File: src/rtl/hsv_clint_timer_if.sv
// axil_if: 32-bit AXI-Lite bundle for the hsv_clint_timer register port.
//   Channels: AW (awaddr/awvalid/awready), W (wdata/wstrb/wvalid/wready),
//             B (bresp/bvalid/bready), AR (araddr/arvalid/arready),
//             R (rdata/rresp/rvalid/rready).
//   Modports: s = slave (timer side), m = master (interconnect/bench side).
interface axil_if;
  logic [31:0] awaddr;
  logic        awvalid;
  logic        awready;
  logic [31:0] wdata;
  logic [3:0]  wstrb;
  logic        wvalid;
  logic        wready;
  logic [1:0]  bresp;
  logic        bvalid;
  logic        bready;
  logic [31:0] araddr;
  logic        arvalid;
  logic        arready;
  logic [31:0] rdata;
  logic [1:0]  rresp;
  logic        rvalid;
  logic        rready;

  modport s (
    input  awaddr, awvalid, wdata, wstrb, wvalid, bready, araddr, arvalid, rready,
    output awready, wready, bresp, bvalid, arready, rdata, rresp, rvalid
  );

  modport m (
    output awaddr, awvalid, wdata, wstrb, wvalid, bready, araddr, arvalid, rready,
    input  awready, wready, bresp, bvalid, arready, rdata, rresp, rvalid
  );
endinterface

File: src/rtl/hsv_clint_timer.sv
// hsv_clint_timer: machine timer / interrupt source for hsv_core.
//   64-bit mtime counter (advanced every PRESCALE clocks while CTRL.cnt_en=1)
//   and 64-bit mtimecmp, both behind an AXI-Lite slave. irq_core is a
//   registered copy of (mtime >= mtimecmp).
// Ports:
//   clk_core   - core clock, sole clock domain
//   rst_core_n - synchronous reset, active low
//   ctrl       - axil_if.s register port
//   irq_core   - level interrupt to hsv_core
// Register map (addr[4:2]): 0x00 MTIME_LO, 0x04 MTIME_HI, 0x08 MTIMECMP_LO,
//   0x0C MTIMECMP_HI, 0x10 CTRL (bit0 cnt_en). Higher addresses -> SLVERR.
// Build option: define HSV_CLINT_MSIP_EN to add MSIP (bit0) at 0x14, which
//   is OR-ed into irq_core; the SLVERR boundary then moves to 0x18.
module hsv_clint_timer #(
  parameter int unsigned PRESCALE   = 1,
  parameter bit          CNT_EN_RST = 1'b1
) (
  input  logic clk_core,
  input  logic rst_core_n,
  axil_if.s    ctrl,
  output logic irq_core
);

  localparam logic [1:0]  RESP_OKAY   = 2'b00;
  localparam logic [1:0]  RESP_SLVERR = 2'b10;
  localparam logic [15:0] PRE_MAX     = 16'(PRESCALE - 1);
`ifdef HSV_CLINT_MSIP_EN
  localparam logic [31:0] ADDR_LIMIT  = 32'h18;
`else
  localparam logic [31:0] ADDR_LIMIT  = 32'h14;
`endif

  typedef enum logic { W_IDLE, W_RESP } w_state_e;
  typedef enum logic { R_IDLE, R_DATA } r_state_e;

  function automatic logic [31:0] merge_be(input logic [31:0] old_v,
                                           input logic [31:0] new_v,
                                           input logic [3:0]  be);
    logic [31:0] res;
    res = old_v;
    for (int b = 0; b < 4; b++)
      if (be[b]) res[8*b +: 8] = new_v[8*b +: 8];
    return res;
  endfunction

  w_state_e    w_state_q, w_state_d;
  r_state_e    r_state_q, r_state_d;
  logic        aw_held_q, aw_held_d, w_held_q, w_held_d;
  logic [31:0] awaddr_q, awaddr_d, wdata_q, wdata_d;
  logic [3:0]  wstrb_q, wstrb_d;
  logic        awready_q, awready_d, wready_q, wready_d, arready_q, arready_d;
  logic        bvalid_q, bvalid_d, rvalid_q, rvalid_d;
  logic [1:0]  bresp_q, bresp_d, rresp_q, rresp_d;
  logic [31:0] rdata_q, rdata_d;
  logic [63:0] mtime_q, mtime_d, mtimecmp_q, mtimecmp_d;
  logic        cnt_en_q, cnt_en_d;
  logic [15:0] pre_q, pre_d;
  logic        irq_q, irq_d;
`ifdef HSV_CLINT_MSIP_EN
  logic        msip_q, msip_d;
`endif

  logic        tick, aw_hs, w_hs, commit, wr_ok;
  logic [31:0] wr_addr, wr_data;
  logic [3:0]  wr_strb;

  always_comb begin
    w_state_d  = w_state_q;   r_state_d  = r_state_q;
    aw_held_d  = aw_held_q;   w_held_d   = w_held_q;
    awaddr_d   = awaddr_q;    wdata_d    = wdata_q;    wstrb_d = wstrb_q;
    awready_d  = awready_q;   wready_d   = wready_q;   arready_d = arready_q;
    bvalid_d   = bvalid_q;    bresp_d    = bresp_q;
    rvalid_d   = rvalid_q;    rresp_d    = rresp_q;    rdata_d = rdata_q;
    mtime_d    = mtime_q;     mtimecmp_d = mtimecmp_q;
    cnt_en_d   = cnt_en_q;    pre_d      = pre_q;
`ifdef HSV_CLINT_MSIP_EN
    msip_d     = msip_q;
    irq_d      = (mtime_q >= mtimecmp_q) | msip_q;
`else
    irq_d      = (mtime_q >= mtimecmp_q);
`endif

    // Free-running prescaler; a frozen counter holds its phase.
    tick = cnt_en_q && (pre_q == PRE_MAX);
    if (cnt_en_q) pre_d = tick ? 16'd0 : pre_q + 16'd1;
    if (tick)     mtime_d = mtime_q + 64'd1;

    // A half that was accepted earlier is taken from its holding register,
    // otherwise straight from the bus so AW+W together commit in one cycle.
    aw_hs   = ctrl.awvalid & awready_q;
    w_hs    = ctrl.wvalid & wready_q;
    wr_addr = aw_held_q ? awaddr_q : ctrl.awaddr;
    wr_data = w_held_q  ? wdata_q  : ctrl.wdata;
    wr_strb = w_held_q  ? wstrb_q  : ctrl.wstrb;
    commit  = (w_state_q == W_IDLE) & (aw_held_q | aw_hs) & (w_held_q | w_hs);
    wr_ok   = wr_addr < ADDR_LIMIT;

    case (w_state_q)
      W_IDLE: begin
        if (commit) begin
          aw_held_d = 1'b0;  w_held_d = 1'b0;
          awready_d = 1'b0;  wready_d = 1'b0;
          bvalid_d  = 1'b1;  w_state_d = W_RESP;
          bresp_d   = wr_ok ? RESP_OKAY : RESP_SLVERR;
          // mtime writes start from the pre-tick value: the written half
          // wins over a same-cycle tick and no carry crosses halves.
          if (wr_ok) begin
            case (wr_addr[4:2])
              3'd0: begin
                mtime_d = {mtime_q[63:32], merge_be(mtime_q[31:0], wr_data, wr_strb)};
                pre_d   = 16'd0;
              end
              3'd1: begin
                mtime_d = {merge_be(mtime_q[63:32], wr_data, wr_strb), mtime_q[31:0]};
                pre_d   = 16'd0;
              end
              3'd2: mtimecmp_d[31:0]  = merge_be(mtimecmp_q[31:0], wr_data, wr_strb);
              3'd3: mtimecmp_d[63:32] = merge_be(mtimecmp_q[63:32], wr_data, wr_strb);
              3'd4: if (wr_strb[0]) cnt_en_d = wr_data[0];
`ifdef HSV_CLINT_MSIP_EN
              3'd5: if (wr_strb[0]) msip_d = wr_data[0];
`endif
              default: ;
            endcase
          end
        end else begin
          if (aw_hs) begin
            aw_held_d = 1'b1;  awready_d = 1'b0;  awaddr_d = ctrl.awaddr;
          end
          if (w_hs) begin
            w_held_d = 1'b1;  wready_d = 1'b0;
            wdata_d  = ctrl.wdata;  wstrb_d = ctrl.wstrb;
          end
        end
      end
      W_RESP: begin
        if (ctrl.bready) begin
          bvalid_d  = 1'b0;  w_state_d = W_IDLE;
          awready_d = 1'b1;  wready_d  = 1'b1;
        end
      end
      default: w_state_d = W_IDLE;
    endcase

    // Read data is sampled from the _q values, so a same-cycle write
    // commit is not visible to this read.
    case (r_state_q)
      R_IDLE: begin
        if (ctrl.arvalid && arready_q) begin
          rvalid_d  = 1'b1;  arready_d = 1'b0;  r_state_d = R_DATA;
          rdata_d   = 32'd0;
          rresp_d   = (ctrl.araddr < ADDR_LIMIT) ? RESP_OKAY : RESP_SLVERR;
          if (ctrl.araddr < ADDR_LIMIT) begin
            case (ctrl.araddr[4:2])
              3'd0: rdata_d = mtime_q[31:0];
              3'd1: rdata_d = mtime_q[63:32];
              3'd2: rdata_d = mtimecmp_q[31:0];
              3'd3: rdata_d = mtimecmp_q[63:32];
              3'd4: rdata_d = {31'd0, cnt_en_q};
`ifdef HSV_CLINT_MSIP_EN
              3'd5: rdata_d = {31'd0, msip_q};
`endif
              default: rdata_d = 32'd0;
            endcase
          end
        end
      end
      R_DATA: begin
        if (ctrl.rready) begin
          rvalid_d = 1'b0;  arready_d = 1'b1;  r_state_d = R_IDLE;
        end
      end
      default: r_state_d = R_IDLE;
    endcase
  end

  always_ff @(posedge clk_core) begin
    if (!rst_core_n) begin
      w_state_q  <= W_IDLE;   r_state_q <= R_IDLE;
      aw_held_q  <= 1'b0;     w_held_q  <= 1'b0;
      awaddr_q   <= 32'd0;    wdata_q   <= 32'd0;   wstrb_q <= 4'd0;
      awready_q  <= 1'b1;     wready_q  <= 1'b1;    arready_q <= 1'b1;
      bvalid_q   <= 1'b0;     bresp_q   <= RESP_OKAY;
      rvalid_q   <= 1'b0;     rresp_q   <= RESP_OKAY; rdata_q <= 32'd0;
      mtime_q    <= 64'd0;    mtimecmp_q <= '1;
      cnt_en_q   <= CNT_EN_RST;
      pre_q      <= 16'd0;    irq_q     <= 1'b0;
`ifdef HSV_CLINT_MSIP_EN
      msip_q     <= 1'b0;
`endif
    end else begin
      w_state_q  <= w_state_d;  r_state_q <= r_state_d;
      aw_held_q  <= aw_held_d;  w_held_q  <= w_held_d;
      awaddr_q   <= awaddr_d;   wdata_q   <= wdata_d;   wstrb_q <= wstrb_d;
      awready_q  <= awready_d;  wready_q  <= wready_d;  arready_q <= arready_d;
      bvalid_q   <= bvalid_d;   bresp_q   <= bresp_d;
      rvalid_q   <= rvalid_d;   rresp_q   <= rresp_d;   rdata_q <= rdata_d;
      mtime_q    <= mtime_d;    mtimecmp_q <= mtimecmp_d;
      cnt_en_q   <= cnt_en_d;
      pre_q      <= pre_d;      irq_q     <= irq_d;
`ifdef HSV_CLINT_MSIP_EN
      msip_q     <= msip_d;
`endif
    end
  end

  assign ctrl.awready = awready_q;
  assign ctrl.wready  = wready_q;
  assign ctrl.bvalid  = bvalid_q;
  assign ctrl.bresp   = bresp_q;
  assign ctrl.arready = arready_q;
  assign ctrl.rvalid  = rvalid_q;
  assign ctrl.rresp   = rresp_q;
  assign ctrl.rdata   = rdata_q;
  assign irq_core     = irq_q;

endmodule

File: src/flat_wrapper.sv
// flat-port wrapper written by rule: the top's interface ports become plain ports
module hsv_clint_timer_flat 
#(
  parameter int unsigned PRESCALE   = 1,
  parameter bit          CNT_EN_RST = 1'b1
)
  (clk_core, rst_core_n, irq_core, ctrl_awaddr, ctrl_awvalid, ctrl_wdata, ctrl_wstrb, ctrl_wvalid, ctrl_bready, ctrl_araddr, ctrl_arvalid, ctrl_rready, ctrl_awready, ctrl_wready, ctrl_bresp, ctrl_bvalid, ctrl_arready, ctrl_rdata, ctrl_rresp, ctrl_rvalid);
  axil_if ctrl_i ();
  input  logic clk_core;
  input  logic rst_core_n;
  output logic irq_core;
  input wire logic [$bits(ctrl_i.awaddr)-1:0] ctrl_awaddr;
  input wire logic [$bits(ctrl_i.awvalid)-1:0] ctrl_awvalid;
  input wire logic [$bits(ctrl_i.wdata)-1:0] ctrl_wdata;
  input wire logic [$bits(ctrl_i.wstrb)-1:0] ctrl_wstrb;
  input wire logic [$bits(ctrl_i.wvalid)-1:0] ctrl_wvalid;
  input wire logic [$bits(ctrl_i.bready)-1:0] ctrl_bready;
  input wire logic [$bits(ctrl_i.araddr)-1:0] ctrl_araddr;
  input wire logic [$bits(ctrl_i.arvalid)-1:0] ctrl_arvalid;
  input wire logic [$bits(ctrl_i.rready)-1:0] ctrl_rready;
  output wire logic [$bits(ctrl_i.awready)-1:0] ctrl_awready;
  output wire logic [$bits(ctrl_i.wready)-1:0] ctrl_wready;
  output wire logic [$bits(ctrl_i.bresp)-1:0] ctrl_bresp;
  output wire logic [$bits(ctrl_i.bvalid)-1:0] ctrl_bvalid;
  output wire logic [$bits(ctrl_i.arready)-1:0] ctrl_arready;
  output wire logic [$bits(ctrl_i.rdata)-1:0] ctrl_rdata;
  output wire logic [$bits(ctrl_i.rresp)-1:0] ctrl_rresp;
  output wire logic [$bits(ctrl_i.rvalid)-1:0] ctrl_rvalid;
  assign ctrl_i.awaddr = ctrl_awaddr;
  assign ctrl_i.awvalid = ctrl_awvalid;
  assign ctrl_i.wdata = ctrl_wdata;
  assign ctrl_i.wstrb = ctrl_wstrb;
  assign ctrl_i.wvalid = ctrl_wvalid;
  assign ctrl_i.bready = ctrl_bready;
  assign ctrl_i.araddr = ctrl_araddr;
  assign ctrl_i.arvalid = ctrl_arvalid;
  assign ctrl_i.rready = ctrl_rready;
  assign ctrl_awready = ctrl_i.awready;
  assign ctrl_wready = ctrl_i.wready;
  assign ctrl_bresp = ctrl_i.bresp;
  assign ctrl_bvalid = ctrl_i.bvalid;
  assign ctrl_arready = ctrl_i.arready;
  assign ctrl_rdata = ctrl_i.rdata;
  assign ctrl_rresp = ctrl_i.rresp;
  assign ctrl_rvalid = ctrl_i.rvalid;
  hsv_clint_timer #(.PRESCALE(PRESCALE), .CNT_EN_RST(CNT_EN_RST)) u_core (.clk_core(clk_core), .rst_core_n(rst_core_n), .ctrl(ctrl_i), .irq_core(irq_core));
endmodule
File: config.mk
export PLATFORM = sky130hd
export DESIGN_NAME = hsv_clint_timer_flat
export DESIGN_NICKNAME = d
export VERILOG_FILES = /design/src/rtl/hsv_clint_timer_if.sv /design/src/rtl/hsv_clint_timer.sv /design/src/flat_wrapper.sv
export SDC_FILE = /design/constraint.sdc
export NUM_CORES = 1
export LEC_CHECK = 0
export CAP_MARGIN = 20
export CORE_MARGIN = 1.5
export CORE_UTILIZATION = 52
export DETAILED_ROUTE_END_ITERATION = 7
export GPL_TIMING_DRIVEN = 0
export PLACE_DENSITY = 0.77
export REMOVE_ABC_BUFFERS = 1
export SYNTH_ARGS = -nofsm -noshare
export SYNTH_HDL_FRONTEND = slang
export SYNTH_SLANG_ARGS = --single-unit
File: constraint.sdc
create_clock -name clk_core -period 2.57 [get_ports clk_core]
set_input_delay 0.6425 -clock clk_core [delete_from_list [all_inputs] [get_ports clk_core]]
set_output_delay 0.6425 -clock clk_core [all_outputs]
set_load 0.1 [all_outputs]
==> results.txt, run 1 <==
Post-synthesis cell type count = 81
Minimum clock period after layout = 2640 ps
RD Place Congestion = 0.950
Post-synthesis cell count = 1,822
Drt pass-1 iters = 8
DR vias/cell = 6.50
Most frequent cells in the layout = dfxtp_1, nand2_1, nor2_1
Critical Path End Type = register
Total number of H-tree levels = 1
Hold Fails Final Rpt = 0
Asr flop ratio synth = 0%
Starting Density = 52.8%
Flops & latches, synth = 255
Layout net count = 2,139
WHS Path Cells = 3
Leak = 7.85 nW
Max incr delay on CP = 580 ps
Worst-Skew Late Latency = 560 ps
Clock tree buffer depth = 3
Top FF cell, synth = dfxtp_1
DRT Wirelength = 49.5 mm
Root Driver = clkbuf_16
Skew final = 16.6 ps
CTS Sinks = 255
Status = complete, but fails checks
Top cells by area, synth = dfxtp_1, ha_1, nand2_1
First-pass GRT wire length = 74.1 mm
CP bufs+invs = 2
Startpoint Class = register
CP dominant cell by count = buf_4
DRC viols = 10
Critical Path Stages = 7
Initial antenna violation count = 0
Synth warnings = 0
WHS = 374 ps
Slew HR = 29.7%
CORE AREA = 27,700 um2
Worst path slowest cell = or4_4
CP Cell Sequence = or4_4 > nor4_4 > buf_4 > buf_4 > nand4_1 > nor4_1 > a2111oi_2
Fmax = 379 MHz
DRT antenna net count = 0
Commonest non-fill, non-tap cell in the layout = dfxtp_1
Failing checks = design-rule violations, negative setup slack
Post-synth EDFFs = 0
Crit path required time = 2960 ps
Largest net degree at the start of global routing = 132
Wire length per cell = 20.9 um
# Max-Cap Violations = 0
Die W = 171 um
Seq/Total Area, Yosys = 34.9%
Crit path max fanout = 7
Unrepaired setup endpoints after global routing = true
# diodes = 0
Final worst-path cycle share = 103%
Area added between synthesis and finish = 27.2%
Slew @ Worst Pin = 1050 ps
I/O pin count = 149
Die Y = 171 um
Pre-CTS WS = -1820 ps
DRT iter0 DRCs = 2,036
Die area = 29,100 um2
Final core utilization = 67.1%
Vias in the first global route = 13,974
PD cells = 538 nW/um2
Gr usage total = 32.1%
VDD IR max = 454 uV
Cells on worst reg2reg path = 7
Hold Path Class = primary input to register
Synthesized cell area = 14,600 um2
Share of layout cells above drive strength 1 = 13.4%
Post-synth top area share = 34.9%
PortBufs = 142
Via count = 15,376
Setup slack after layout = -71.6 ps
Max-slew violation count = 0
Count of final setup violators = 7
CTS tree = done
Clock-pin transition on the worst setup and hold timing paths = 70 ps
Syn Area/Cell = 8.02 um2
Clock buffer count from CTS = 28
Hpwl dp = 31.8 mm
Setup CP Type = register to register
CP top delay family = simple AND/OR/NAND/NOR gates
Core Rows = 61
CP arrival = 3040 ps
GRT overflow = 0
Area leader, netlist = dfxtp_1
-- cells in the mapped netlist (34+ instances only) --
library cell,instances
a221oi_1,37
inv_1,86
ha_1,67
mux2i_1,80
nand4_1,52
clkbuf_1,99
nand2_1,215
nor2_1,186
dfxtp_1,255
a21oi_1,139
nand3_1,57
o21ai_0,46
nor3_1,71
nor4_1,34
-- cell families (layout without fill, tap and decap cells) --
| group | count (synthesis) | count (layout) | synth area share (%) |
|---|---|---|---|
| muxes | 103 | 103 | 7.33 |
| other | 1 | 2 | 0.0256 |
| xor gates and xnor gates | 15 | 15 | 0.899 |
| adders and majority gates | 67 | 67 | 5.73 |
| AOI/OAI and AO/OA | 421 | 421 | 20.3 |
| DFF | 255 | 255 | 34.9 |
| and+or+nand+nor | 754 | 758 | 25.4 |
| buffers and inverters | 206 | 366 | 5.45 |
-- final timing paths --
kind	from	end	slack [ps]
worst min register to register	u_core.wdata_q[23]$_SDFFE_PN0P_	u_core.wdata_q[23]$_SDFFE_PN0P_	450
worst max register to register	u_core.pre_q[3]$_SDFF_PN0_	u_core.mtime_q[29]$_SDFFE_PN0P_	-70
worst max-delay path	u_core.pre_q[3]$_SDFF_PN0_	u_core.mtime_q[29]$_SDFFE_PN0P_	-70
worst min-delay path	ctrl_awaddr[15]	u_core.awaddr_q[15]$_SDFFE_PN0P_	370
-- metrics by stage --
stage / cells / TNS (ps) / power, mW / instance area [um2]
finish: 2365 / -315 / 10.0 / 18600
global route: 2365 / -1090 / 10.3 / 18600
CTS: 2326 / -19.0 / 9.94 / 18000
detailed placement: 2240 / -192780 / 5.46 / 16400
global placement: 2223 / -1666460 / 5.39 / 16000
floorplan: 1703 / -550840 / 4.91 / 14100
-- power by group --
part	switching [mW]	internal (mW)	total (mW)	leakage, nW
clock	1.70	2.79	4.49	0.507
combinational	0.869	0.490	1.36	5.27
sequential	0.101	4.05	4.15	2.07
-- worst min-delay path: stages --
cell	delay [ps]
dlymetal6s2s_1	140
nand2_1	60
a21oi_1	50
-- metal layers --
layer | up-vias | wire length, um | GRT usage (%)
met5 | - | 0 | 0
met4 | 0 | 2830 | 15.1
met3 | 285 | 4920 | 7.31
met2 | 902 | 22600 | 53.0
met1 | 7150 | 19200 | 39.6
li1 | 7039 | - | -
-- registers in the layout (all words and copies together) (netlist names), 4 cells and up --
name	cells
u_core.mtime_q	64
u_core.mtimecmp_q	64
u_core.ctrl.rdata	32
u_core.wdata_q	32
u_core.awaddr_q	30
u_core.pre_q	16
u_core.wstrb_q	4
-- area by class of cell --
type                    instances  area (um2)
inverters                      86         330
clock inverters                10         178
repair buffers                228        2310
flip-flops and latches        255        5120
multi-input cells            1366        9330
clock buffers                  42         855
fillers                      2199        9110
well taps                     378         473
-- repair_timing --
action                                  CTS  global route
gates resized for setup                 117            60
cloned                                    4             2
hold endpoints to repair                  0             0
hold buffers                              0             0
pin swaps                                19            35
buffers inserted                         30            37
endpoints found under the setup margin  185           134
No activity file was read; power rests on OpenSTA's default activity.
==> run 2: changes to the inputs <==
--- a/config.mk
+++ b/config.mk
@@ -6,11 +6,12 @@
 export NUM_CORES = 1
 export LEC_CHECK = 0
 export CAP_MARGIN = 20
-export CORE_MARGIN = 1.5
-export CORE_UTILIZATION = 52
+export CORE_MARGIN = 10
+export CORE_UTILIZATION = 58
 export DETAILED_ROUTE_END_ITERATION = 7
+export GPL_ROUTABILITY_DRIVEN = 0
 export GPL_TIMING_DRIVEN = 0
-export PLACE_DENSITY = 0.77
+export PLACE_DENSITY = 0.81
 export REMOVE_ABC_BUFFERS = 1
 export SYNTH_ARGS = -nofsm -noshare
 export SYNTH_HDL_FRONTEND = slang
==> constraint.sdc (replaced) <==
create_clock -name clk_core -period 2.7 [get_ports clk_core]
set_input_delay 0.675 -clock clk_core [delete_from_list [all_inputs] [get_ports clk_core]]
set_output_delay 0.675 -clock clk_core [all_outputs]
set_load 0.1 [all_outputs]
==> results.txt, run 2 (synthesis results as in run 1) <==
Status = complete, but fails checks
Failing checks = negative setup slack
DR vias/cell = 6.67 (+2.5%)
Most frequent cells in the layout = dfxtp_1, nand2_1, nor2_1
Fmax = 368 MHz (-2.8%)
Die W = 179 um (+4.7%)
Sequential Power Share = 43.7% (+2.2 points)
Setup slack after layout = -17.3 ps (+54.3 ps)
Non-Filler Instances = 2,277 (-3.7%)
Cell total after placement = 2,193 (-2.1%)
Drt pass-1 iters = 6 (-2)
Vias in the first global route = 14,555 (+4.2%)
Sw frac = 27.2% (+0.45 points)
Root Driver = clkbuf_16
R2R Path End = u_core.mtime_q[52]$_SDFFE_PN0P_
# Max-Cap Violations = 0 (unchanged)
Hold Path Class = primary input to register
Critical Path End Type = register
Startpoint Class = register
Clock buffer count from CTS = 28 (unchanged)
Largest net degree at the start of global routing = 137 (+3.8%)
Slew HR = 32.6% (+2.9 points)
DRT iter0 DRCs = 1,902 (-6.6%)
Pre-CTS WS = -1930 ps (-108 ps)
Clock power share = 42.3% (-2.6 points)
Die Y = 179 um (+4.7%)
Crit path launch = u_core.mtime_q[0]$_SDFFE_PN0P_
Final core utilization = 71.9% (+4.8 points)
Reg area = 5110 um2 (-0.22%)
PortBufs = 142 (unchanged)
Die area = 32,000 um2 (+9.7%)
Hold Fails Final Rpt = 0 (unchanged)
CP arrival = 3170 ps (+130 ps)
Count of final setup violators = 2 (-5)
DRC viols = 0 (-10)
Finished Cell Area = 17,900 um2 (-3.5%)
Leak = 7.55 nW (-3.8%)
CTS tree = done
# diodes = 0 (unchanged)
First-pass GRT wire length = 75.1 mm (+1.3%)
DRT antenna net count = 0 (unchanged)
Post-route setup TNS = -33.8 ps (+281 ps)
Reg-to-Reg Start = u_core.mtime_q[0]$_SDFFE_PN0P_
Clock tree buffer depth = 3 (unchanged)
Clock-pin transition on the worst setup and hold timing paths = 60 ps (about the same)
Power Total = 9.01 mW (-9.9%)
CTS Sinks = 255 (unchanged)
Minimum clock period after layout = 2720 ps (+75.7 ps)
Layout net count = 2,106 (-1.5%)
Crit path required time = 3150 ps (+190 ps)
CORE AREA = 25,000 um2 (-9.9%)
Commonest non-fill, non-tap cell in the layout = dfxtp_1
Net Switching = 2.45 mW (-8.4%)
PD cells = 502 nW/um2 (-6.7%)
DRT Wirelength = 48.0 mm (-3.0%)
Crit path max fanout = 11 (+4)
Setup CP Type = register to register
P_int = 6.56 mW (-10%)
Multi-input gate area = 9130 um2 (-2.1%)
Hpwl dp = 32.7 mm (+2.9%)
Critical Path End = u_core.mtime_q[52]$_SDFFE_PN0P_
Top flop regs = u_core.mtime_q: 64 flops, u_core.mtimecmp_q: 64 flops
Combinational power share = 14.0% (+0.4 points)
Initial antenna violation count = 0 (unchanged)
Skew final = 8.37 ps (-8.25 ps)
Wire length per cell = 21.1 um (+0.77%)
Max-slew violation count = 0 (unchanged)
DP Area = 16,400 um2 (-0.11%)
GRT overflow = 0 (unchanged)
Starting Density = 58.6% (+5.8 points)
Unrepaired setup endpoints after global routing = true
Final worst-path cycle share = 101% (-2.1 points)
Hold_buf cts = 0 (unchanged)
R2r setup slk = -20 ps (+50 ps)
Total number of H-tree levels = 1 (unchanged)
Fillers = 1,904 (-13%)
Share of layout cells above drive strength 1 = 10.0% (-3.4 points)
Core Rows = 58 (-4.9%)
Area added between synthesis and finish = 22.8%
Cells on worst reg2reg path = 8 (+1)
Gr usage total = 28.6% (-3.5 points)
VDD IR max = 487 uV (+7.2%)
Worst-Skew Late Latency = 550 ps (about the same)
WHS = 421 ps (+46.5 ps)
I/O pin count = 149 (unchanged)
Via count = 15,180 (-1.3%)
Slew @ Worst Pin = 1010 ps (-43.2 ps)
[run 2: cell types whose count changed in the layout (fill, tap and decap cells not counted), sizes merged]
cell           before  now
and4               24   23
dlygate4sd2        42   33
buf                85   55
bufinv              5    1
clkbuf             44   42
clkinv              4    1
and3               29   28
clkdlybuf4s50      88   98
[run 2: how the worst min path moves through the flow]
stage                     depth (start not counted)  slack [ps]                                to                             from
after detailed placement                          2         450   u_core.wdata_q[12]$_SDFFE_PN0P_  u_core.wdata_q[12]$_SDFFE_PN0P_
after global routing                              3         430  u_core.awaddr_q[15]$_SDFFE_PN0P_                  ctrl_awaddr[15]
final                                             3         420  u_core.awaddr_q[15]$_SDFFE_PN0P_                  ctrl_awaddr[15]
after floorplan                                   2         430    u_core.wdata_q[0]$_SDFFE_PN0P_   u_core.wdata_q[0]$_SDFFE_PN0P_
after global placement                            2         440   u_core.wdata_q[29]$_SDFFE_PN0P_  u_core.wdata_q[29]$_SDFFE_PN0P_
after CTS                                         2         450   u_core.wdata_q[30]$_SDFFE_PN0P_  u_core.wdata_q[30]$_SDFFE_PN0P_
[run 2: timing repair]
item                                    4_1_cts  5_1_grt
setup buffers                                24       12
pin swaps                                    15       12
hold endpoints to repair                      0        0
gates cloned                                  3        0
endpoints found under the setup margin      174       70
resized for setup                            79       38
[run 2: critical path, stage by stage, from the launching register on]
cell and delay [ps]:
dfxtp_1 530, ha_1 440, nand2_1 160, nor3_4 350, nand3_4 250, a311oi_4 360, buf_4 160, a21oi_1 70
a311oi_1 290
[run 2: cell type report]
class / count / share of cell area, %
multi-input combinational: 1364 / 50.9
clock buffer: 42 / 4.76
timing repair buffer: 197 / 11.5
sequential: 255 / 28.5
clock inverter: 3 / 0.237
inverter: 86 / 1.84
tap: 330 / 2.30
[run 2: power by group through the flow]
| stage | combinational (mW) | clock [mW] | sequential [mW] |
|---|---|---|---|
| after floorplan | 0.575 | 0 | 4.10 |
| after global placement | 1.08 | 0 | 4.04 |
| after detailed placement | 1.18 | 0 | 4.03 |
| after CTS | 1.22 | 3.82 | 3.93 |
| after global routing | 1.35 | 3.97 | 3.95 |
| final | 1.26 | 3.81 | 3.94 |
[run 2: per-layer routing]
layer / vias to the layer above / track usage, % / share of wire (%) / wire (um)
met3: 284 / 5.88 / 11 / 5180
met1: 6999 / 35.1 / 38 / 18100
met5: - / 0 / 0 / 0
met2: 961 / 46.5 / 45 / 21900
met4: 0 / 15.3 / 6.0 / 2880
li1: 6936 / - / - / -
